--- src/rtl/quiz_pkg.sv ---
// Shared types for the quiz round controller: FSM states, operator codes, display codes.
// Also holds the result and answer-judging helpers used by the controller.
package quiz_pkg;

    typedef enum logic [2:0] {
        ST_IDLE   = 3'd0,
        ST_GEN    = 3'd1,
        ST_SHOW_A = 3'd2,
        ST_SHOW_B = 3'd3,
        ST_ANSWER = 3'd4,
        ST_SHOW_R = 3'd5,
        ST_OVER   = 3'd6
    } state_t;

    typedef enum logic [1:0] {
        OP_ADD = 2'd0,
        OP_SUB = 2'd1,
        OP_MUL = 2'd2,
        OP_INV = 2'd3
    } op_t;

    typedef enum logic [1:0] {
        DISP_BLANK = 2'd0,
        DISP_A     = 2'd1,
        DISP_B     = 2'd2,
        DISP_RES   = 2'd3
    } disp_t;

    localparam logic [3:0] POINT_MAX = 4'd9;

    // Operands are stored as a >= b, so subtraction never wraps.
    function automatic logic [7:0] calc_result(input logic [3:0] a, input logic [3:0] b,
                                               input op_t op);
        logic [7:0] res;
        case (op)
            OP_ADD:  res = {4'd0, a} + {4'd0, b};
            OP_SUB:  res = {4'd0, a} - {4'd0, b};
            OP_MUL:  res = {4'd0, a} * {4'd0, b};
            default: res = 8'd0;
        endcase
        return res;
    endfunction

    // Right answer: exactly one rising button, and it matches a valid operator.
    function automatic logic is_right(input logic [3:0] rise, input op_t op);
        return (op != OP_INV) && (rise == (4'd1 << op));
    endfunction

endpackage

--- src/rtl/quiz_round_ctrl_if.sv ---
// Bundle of start, operand-generator handshake, answer buttons and display/score outputs.
// master = round controller, slave = environment (generator, buttons, display).
interface quiz_round_ctrl_if;
    import quiz_pkg::*;

    logic       start;
    logic       gen_req;
    logic       gen_ack;
    logic [3:0] gen_a;
    logic [3:0] gen_b;
    logic [1:0] gen_op;
    logic [3:0] switch;
    disp_t      disp_sel;
    logic [7:0] disp_val;
    op_t        operator;
    logic [3:0] point;
    logic       correct;
    logic       round_done;
    logic       game_over;

    modport master (
        input  start, gen_ack, gen_a, gen_b, gen_op, switch,
        output gen_req, disp_sel, disp_val, operator, point, correct, round_done, game_over
    );

    modport slave (
        output start, gen_ack, gen_a, gen_b, gen_op, switch,
        input  gen_req, disp_sel, disp_val, operator, point, correct, round_done, game_over
    );

endinterface

--- src/rtl/quiz_phase_timer.sv ---
// Loadable down-counter; done is high while the count is zero. Load takes effect next cycle.
// No backpressure: counts down every cycle and holds at zero.
module quiz_phase_timer #(
    parameter int unsigned WIDTH = 7
) (
    input  logic             clk,
    input  logic             reset,
    input  logic             load,
    input  logic [WIDTH-1:0] load_val,
    output logic             done
);

    logic [WIDTH-1:0] count;

    always_ff @(posedge clk or posedge reset) begin
        if (reset) begin
            count <= '0;
        end else if (load) begin
            count <= load_val;
        end else if (count != '0) begin
            count <= count - WIDTH'(1);
        end
    end

    assign done = (count == '0);

endmodule

--- src/rtl/quiz_round_ctrl.sv ---
// Arithmetic quiz round sequencer: fetch operands, show A/B, collect answer, show result, score.
// Outputs registered (one cycle after the deciding edge); generator stalls GEN via gen_ack.
module quiz_round_ctrl
    import quiz_pkg::*;
#(
    parameter int unsigned PHASE_TICKS  = 8,
    parameter int unsigned ANSWER_TICKS = 64,
    parameter int unsigned ROUNDS       = 9
) (
    input  logic               clk,
    input  logic               reset,
    quiz_round_ctrl_if.master  bus
);

    localparam int unsigned MAX_TICKS = (PHASE_TICKS > ANSWER_TICKS) ? PHASE_TICKS : ANSWER_TICKS;
    localparam int unsigned TW        = $clog2(MAX_TICKS + 1);
    localparam logic [TW-1:0] PHASE_LOAD  = TW'(PHASE_TICKS - 1);
    localparam logic [TW-1:0] ANSWER_LOAD = TW'(ANSWER_TICKS - 1);
    localparam logic [3:0]    LAST_ROUND  = 4'(ROUNDS - 1);

    state_t     state;
    logic [3:0] a_q;
    logic [3:0] b_q;
    op_t        op_q;
    logic [3:0] switch_prev;
    logic [3:0] round_cnt;
    logic [3:0] point_q;
    logic       gen_req_q;
    disp_t      disp_sel_q;
    logic [7:0] disp_val_q;
    logic       correct_q;
    logic       round_done_q;
    logic       game_over_q;

    logic [3:0]    rise;
    logic [3:0]    hi;
    logic [3:0]    lo;
    logic          gen_take;
    logic          answer_end;
    logic          tmr_load;
    logic [TW-1:0] tmr_val;
    logic          tmr_done;

    // switch_prev tracks the buttons continuously, so a button already held on ANSWER entry shows no rise.
    assign rise       = bus.switch & ~switch_prev;
    assign hi         = (bus.gen_a >= bus.gen_b) ? bus.gen_a : bus.gen_b;
    assign lo         = (bus.gen_a >= bus.gen_b) ? bus.gen_b : bus.gen_a;
    assign gen_take   = (state == ST_GEN) && gen_req_q && bus.gen_ack;
    assign answer_end = (state == ST_ANSWER) && ((rise != 4'd0) || tmr_done);

    always_comb begin
        tmr_load = 1'b0;
        tmr_val  = PHASE_LOAD;
        case (state)
            ST_GEN:    tmr_load = gen_take;
            ST_SHOW_A: tmr_load = tmr_done;
            ST_SHOW_B: begin
                tmr_load = tmr_done;
                tmr_val  = ANSWER_LOAD;
            end
            ST_ANSWER: tmr_load = answer_end;
            default:   tmr_load = 1'b0;
        endcase
    end

    quiz_phase_timer #(.WIDTH(TW)) u_timer (
        .clk      (clk),
        .reset    (reset),
        .load     (tmr_load),
        .load_val (tmr_val),
        .done     (tmr_done)
    );

    always_ff @(posedge clk or posedge reset) begin
        if (reset) begin
            state        <= ST_IDLE;
            a_q          <= 4'd0;
            b_q          <= 4'd0;
            op_q         <= OP_ADD;
            switch_prev  <= 4'd0;
            round_cnt    <= 4'd0;
            point_q      <= 4'd0;
            gen_req_q    <= 1'b0;
            disp_sel_q   <= DISP_BLANK;
            disp_val_q   <= 8'd0;
            correct_q    <= 1'b0;
            round_done_q <= 1'b0;
            game_over_q  <= 1'b0;
        end else begin
            switch_prev  <= bus.switch;
            correct_q    <= 1'b0;
            round_done_q <= 1'b0;
            case (state)
                ST_IDLE, ST_OVER: begin
                    if (bus.start) begin
                        state       <= ST_GEN;
                        gen_req_q   <= 1'b1;
                        point_q     <= 4'd0;
                        round_cnt   <= 4'd0;
                        game_over_q <= 1'b0;
                    end
                end
                ST_GEN: begin
                    if (gen_take) begin
                        state      <= ST_SHOW_A;
                        gen_req_q  <= 1'b0;
                        a_q        <= hi;
                        b_q        <= lo;
                        op_q       <= op_t'(bus.gen_op);
                        disp_sel_q <= DISP_A;
                        disp_val_q <= {4'd0, hi};
                    end
                end
                ST_SHOW_A: begin
                    if (tmr_done) begin
                        state      <= ST_SHOW_B;
                        disp_sel_q <= DISP_B;
                        disp_val_q <= {4'd0, b_q};
                    end
                end
                ST_SHOW_B: begin
                    if (tmr_done) begin
                        state      <= ST_ANSWER;
                        disp_sel_q <= DISP_BLANK;
                        disp_val_q <= 8'd0;
                    end
                end
                ST_ANSWER: begin
                    // A rise in the final answer cycle is judged like any other; timeout only covers "no rise".
                    if (answer_end) begin
                        state      <= ST_SHOW_R;
                        disp_sel_q <= DISP_RES;
                        disp_val_q <= calc_result(a_q, b_q, op_q);
                        if (is_right(rise, op_q)) begin
                            correct_q <= 1'b1;
                            if (point_q != POINT_MAX) begin
                                point_q <= point_q + 4'd1;
                            end
                        end
                    end
                end
                ST_SHOW_R: begin
                    if (tmr_done) begin
                        round_done_q <= 1'b1;
                        round_cnt    <= round_cnt + 4'd1;
                        disp_sel_q   <= DISP_BLANK;
                        disp_val_q   <= 8'd0;
                        if (round_cnt == LAST_ROUND) begin
                            state       <= ST_OVER;
                            game_over_q <= 1'b1;
                        end else begin
                            state     <= ST_GEN;
                            gen_req_q <= 1'b1;
                        end
                    end
                end
                default: state <= ST_IDLE;
            endcase
        end
    end

    assign bus.gen_req    = gen_req_q;
    assign bus.disp_sel   = disp_sel_q;
    assign bus.disp_val   = disp_val_q;
    assign bus.operator   = op_q;
    assign bus.point      = point_q;
    assign bus.correct    = correct_q;
    assign bus.round_done = round_done_q;
    assign bus.game_over  = game_over_q;

endmodule

--- src/flat_wrapper.sv ---
// flat-port wrapper written by rule: the top's interface ports become plain ports
module quiz_round_ctrl_flat import quiz_pkg::*;
#(
    parameter int unsigned PHASE_TICKS  = 8,
    parameter int unsigned ANSWER_TICKS = 64,
    parameter int unsigned ROUNDS       = 9
)
  (clk, reset, bus_start, bus_gen_ack, bus_gen_a, bus_gen_b, bus_gen_op, bus_switch, bus_gen_req, bus_disp_sel, bus_disp_val, bus_operator, bus_point, bus_correct, bus_round_done, bus_game_over);
  quiz_round_ctrl_if bus_i ();
  input  logic clk;
  input  logic reset;
  input wire logic [$bits(bus_i.start)-1:0] bus_start;
  input wire logic [$bits(bus_i.gen_ack)-1:0] bus_gen_ack;
  input wire logic [$bits(bus_i.gen_a)-1:0] bus_gen_a;
  input wire logic [$bits(bus_i.gen_b)-1:0] bus_gen_b;
  input wire logic [$bits(bus_i.gen_op)-1:0] bus_gen_op;
  input wire logic [$bits(bus_i.switch)-1:0] bus_switch;
  output wire logic [$bits(bus_i.gen_req)-1:0] bus_gen_req;
  output wire logic [$bits(bus_i.disp_sel)-1:0] bus_disp_sel;
  output wire logic [$bits(bus_i.disp_val)-1:0] bus_disp_val;
  output wire logic [$bits(bus_i.operator)-1:0] bus_operator;
  output wire logic [$bits(bus_i.point)-1:0] bus_point;
  output wire logic [$bits(bus_i.correct)-1:0] bus_correct;
  output wire logic [$bits(bus_i.round_done)-1:0] bus_round_done;
  output wire logic [$bits(bus_i.game_over)-1:0] bus_game_over;
  assign bus_i.start = bus_start;
  assign bus_i.gen_ack = bus_gen_ack;
  assign bus_i.gen_a = bus_gen_a;
  assign bus_i.gen_b = bus_gen_b;
  assign bus_i.gen_op = bus_gen_op;
  assign bus_i.switch = bus_switch;
  assign bus_gen_req = bus_i.gen_req;
  assign bus_disp_sel = bus_i.disp_sel;
  assign bus_disp_val = bus_i.disp_val;
  assign bus_operator = bus_i.operator;
  assign bus_point = bus_i.point;
  assign bus_correct = bus_i.correct;
  assign bus_round_done = bus_i.round_done;
  assign bus_game_over = bus_i.game_over;
  quiz_round_ctrl #(.PHASE_TICKS(PHASE_TICKS), .ANSWER_TICKS(ANSWER_TICKS), .ROUNDS(ROUNDS)) u_core (.clk(clk), .reset(reset), .bus(bus_i));
endmodule
--- config.mk ---
export PLATFORM = sky130hd
export DESIGN_NAME = quiz_round_ctrl_flat
export DESIGN_NICKNAME = d
export VERILOG_FILES = /design/src/rtl/quiz_pkg.sv /design/src/rtl/quiz_round_ctrl_if.sv /design/src/rtl/quiz_phase_timer.sv /design/src/rtl/quiz_round_ctrl.sv /design/src/flat_wrapper.sv
export SDC_FILE = /design/constraint.sdc
export NUM_CORES = 1
export LEC_CHECK = 0
export CAP_MARGIN = 10
export CORE_ASPECT_RATIO = 1.75
export CORE_UTILIZATION = 56
export CTS_BUF_LIST = sky130_fd_sc_hd__clkbuf_16
export CTS_CLUSTER_SIZE = 25
export DETAILED_ROUTE_END_ITERATION = 16
export HOLD_SLACK_MARGIN = 0.03
export PLACE_DENSITY = 0.8
export SYNTH_ARGS = -nofsm -noshare
export SYNTH_HDL_FRONTEND = slang
export SYNTH_SLANG_ARGS = --single-unit
--- constraint.sdc ---
create_clock -name clk -period 3.34 [get_ports clk]
set_input_delay 0.334 -clock clk [delete_from_list [all_inputs] [get_ports clk]]
set_output_delay 0.334 -clock clk [all_outputs]
set_load 0.01 [all_outputs]
==> reports/results.tsv <==
stage	metric	value	unit
outcome	status	finished, final reports clean	
synthesis	top cell type by total area after synthesis	dfrtp_1	
synthesis	Synth top area share	36.3	%
clocking	buffer depth of the longest clock path	2	
synthesis	Post-synth EDFFs	0	
critical_path	kind of critical path	flip-flop to flip-flop	
detailed_routing	final wirelength	7230	µm
synthesis	Synth Net Count	407	
run	Max Cap Viol	0	
sta	final worst path period share	90.9	%
sta	RSZ-0062 raised after global routing	false	
final_layout	area grow syn2layout	19.7	%
critical_path	setup slack, reg-to-reg	0.30	ns
synthesis	synthesized area	3170	µm²
clocking	post_cts resized	0	
critical_path	CP Max Fanout	6	
worst_hold_path	hold crit path type	flip-flop to flip-flop	
global_routing	vias in the first global route	2727	
sta	min Tclk post-route	3.04	ns
synthesis	cells after synthesis	353	
final_layout	Ant. Diodes	0	
critical_path	CP required	3.53	ns
critical_path	Buf/Inv on CP	1	
global_routing	first-pass GRT wire length	12300	µm
sta	Final setup viols	0	
place	post-DP HPWL	5550	µm
critical_path	WP data arrival	3.23	ns
detailed_routing	DRC Markers	0	
sta	Max Fclk	329	MHz
floorplanning	number of primary I/O pins	38	
sta	Slew headroom	37.6	%
final_layout	commonest non-fill, non-tap cell in the layout	nand2_1	
synthesis	Primary FF master, synth	dfrtp_1	
power_and_ir_drop	worst vdd ir	0.482	mV
final_layout	fillcell total	426	
floorplanning	row cnt	35	
critical_path	Worst setup SP type	flip-flop	
clocking	total setup buffers inserted after CTS	0	
clocking	clock transition at the registers of the reported paths	0.06	ns
synthesis	Synth Area per Inst	8.99	µm²
global_routing	pin count of the biggest net entering global routing	47	
sta	Hold WS	0.485	ns
sta	skew final	0.00509	ns
final_layout	commonest non-fill, non-tap cells in the layout	48 x nand2_1, 46 x dfrtp_1, 37 x clkdlybuf4s50_1, 34 x o21ai_0, 30 x ha_1	
detailed_routing	Initial DRC Count	167	
synthesis	Yosys warnings	0	
global_routing	initial antenna violation count	0	
critical_path	worst path cell trace	nand2_1 -> fa_1 -> inv_1 -> fa_1 -> ha_1 -> a211oi_1 -> o21bai_1 -> a21oi_1 -> xnor2_1 -> a21oi_1 -> o31ai_1	
clocking	CTS tree	yes	
floorplanning	die area	5980	µm²
clocking	CTS Buf Count	5	
clocking	Sink Count	46	
detailed_routing	vias per inst	5.88	
clocking	CTS Root Cell	clkbuf_16	
sta	Least-Margin Pin Slew	0.934	ns
critical_path	slowest stage delay, CP	0.53	ns
global_routing	total track usage	26.9	%
clocking	hold buffers post-CTS	0	
final_layout	fraction of layout cells with a size suffix above 1	5.88	%
floorplanning	Initial Util	59.4	%
place	GPL Wtd Cong	0.925	
critical_path	CP Capture Type	flip-flop	
synthesis	ranking of synthesized cells by area	dfrtp_1 36%, ha_1 12%, nand2_1 5.7%	
power_and_ir_drop	Leakage	0.00180	µW
synthesis	post-synthesis cell type count	53	
global_routing	gr ovfl total	0	
detailed_routing	Vias	2735	
floorplanning	die width	58.9	µm
clocking	H-tree depth	2	
detailed_routing	drt pass-1 iters	5	
critical_path	slowest stage cell, crit path	fa_1	
power_and_ir_drop	power per cell area	783	nW/µm²
sta	Final Hold Viols	0	
synthesis	number of synthesized register bits	46	
sta	Final Slew Violations	0	
final_layout	Layout Nets	444	
critical_path	Top delay family on crit path	adder cells	
floorplanning	DIE HEIGHT	102	µm
floorplanning	CORE AREA	5340	µm²
place	port buffer count	37	
sta	TNS Setup	0	ns
detailed_routing	antenna viol nets, final	0	
detailed_routing	post-DR wirelength/cell	15.5	µm
synthesis	ys async rst share	100	%
synthesis	sequential element share of the synthesized area	36.3	%
clocking	insertion delay to the later sink of the worst-skew pair	0.28	ns
[power by group]
group	internal (µW)	switching (µW)
clock network	350	202
registers	730	195
logic	651	845
[worst register-to-register path: cells and delay by family, from the launching register on]
kind	cells	cell delay, ns
XOR/XNOR	1	0.16
AO/OA/AOI/OAI	5	0.80
adder cells (fa/ha/maj)	3	1.39
buffers and inverters	1	0.05
AND/OR/NAND/NOR	1	0.11
flip-flops	1	0.42
[per-stage QoR]
stage          instance area (µm²)  instances  utilization [%]  setup slack, ns  power [µW]
3_5_place_dp                  3630        457             68.0            0.379        2400
6_report                      3800        465             71.1            0.302        2970
2_1_floorplan                 3170        353                -            0.476        1920
3_3_place_gp                  3630        457             68.0            0.462        2350
5_1_grt                       3800        465             71.1           0.0847        3210
4_1_cts                       3800        465             71.1            0.309        2980
[metal layers]
layer	vias to the layer above	share of wire [%]	global-route usage, %
met3	26	2.7	3.45
met4	0	3.6	13.6
met1	1332	38	30.6
met2	70	56	48.1
met5	-	0	0
li1	1307	-	-
[synth_stat cells (7+ instances only)]
master	count
nand2_1	48
dfrtp_1	46
o21ai_0	34
ha_1	30
inv_1	27
a21oi_1	20
nor2_1	20
clkbuf_1	11
mux2i_1	9
nand3_1	9
and2_1	8
xnor2_1	8
nor2b_1	7
[layout make-up]
class                   instances  area (µm²)  area share [%]
multi-input cells             267        1870            49.3
flip-flops and latches         46        1150            30.3
repair buffers                 43         415            10.9
clock buffers                   5         125            3.29
inverters                      27         101            2.67
well taps                      74        92.6            2.44
clock inverters                 3        41.3            1.09
[sequential cells by signal, summed over array words and instances (netlist names)]
name	cells
u_core.bus.correct	1
u_core.a_q	4
u_core.round_cnt	4
u_core.bus.gen_req	1
u_core.bus.disp_val	8
u_core.bus.operator	2
u_core.bus.game_over	1
u_core.bus.disp_sel	2
u_core.bus.point	4
u_core.switch_prev	4
u_core.b_q	4
u_core.state	3
u_core.u_timer.count	7
u_core.bus.round_done	1
[path summary, 6_finish.rpt]
| path | start | endpoint | depth (start not counted) |
|---|---|---|---|
| min in group asynchronous | reset | u_core.u_timer.count[2] | 2 |
| hold reg to reg | u_core.bus.game_over | u_core.bus.game_over | 2 |
| setup reg to reg | u_core.b_q[3] | u_core.bus.disp_val[7] | 11 |
| hold / removal | u_core.bus.game_over | u_core.bus.game_over | 2 |
| max in group asynchronous | reset | u_core.a_q[2] | 2 |
| setup / recovery | u_core.b_q[3] | u_core.bus.disp_val[7] | 11 |
[logic make-up (layout without fill, tap and decap cells)]
logic type      Yosys count  in the layout  share of synthesized area [%]
simple gates            120            120                           18.7
compound gates           88             88                           17.8
xor+xnor                 12             12                           3.31
fa+ha+maj                36             36                           15.6
mux                      11             11                           3.55
flops                    46             46                           36.3
buf+inv                  40             78                           4.77
No activity file was read; power rests on OpenSTA's default activity.
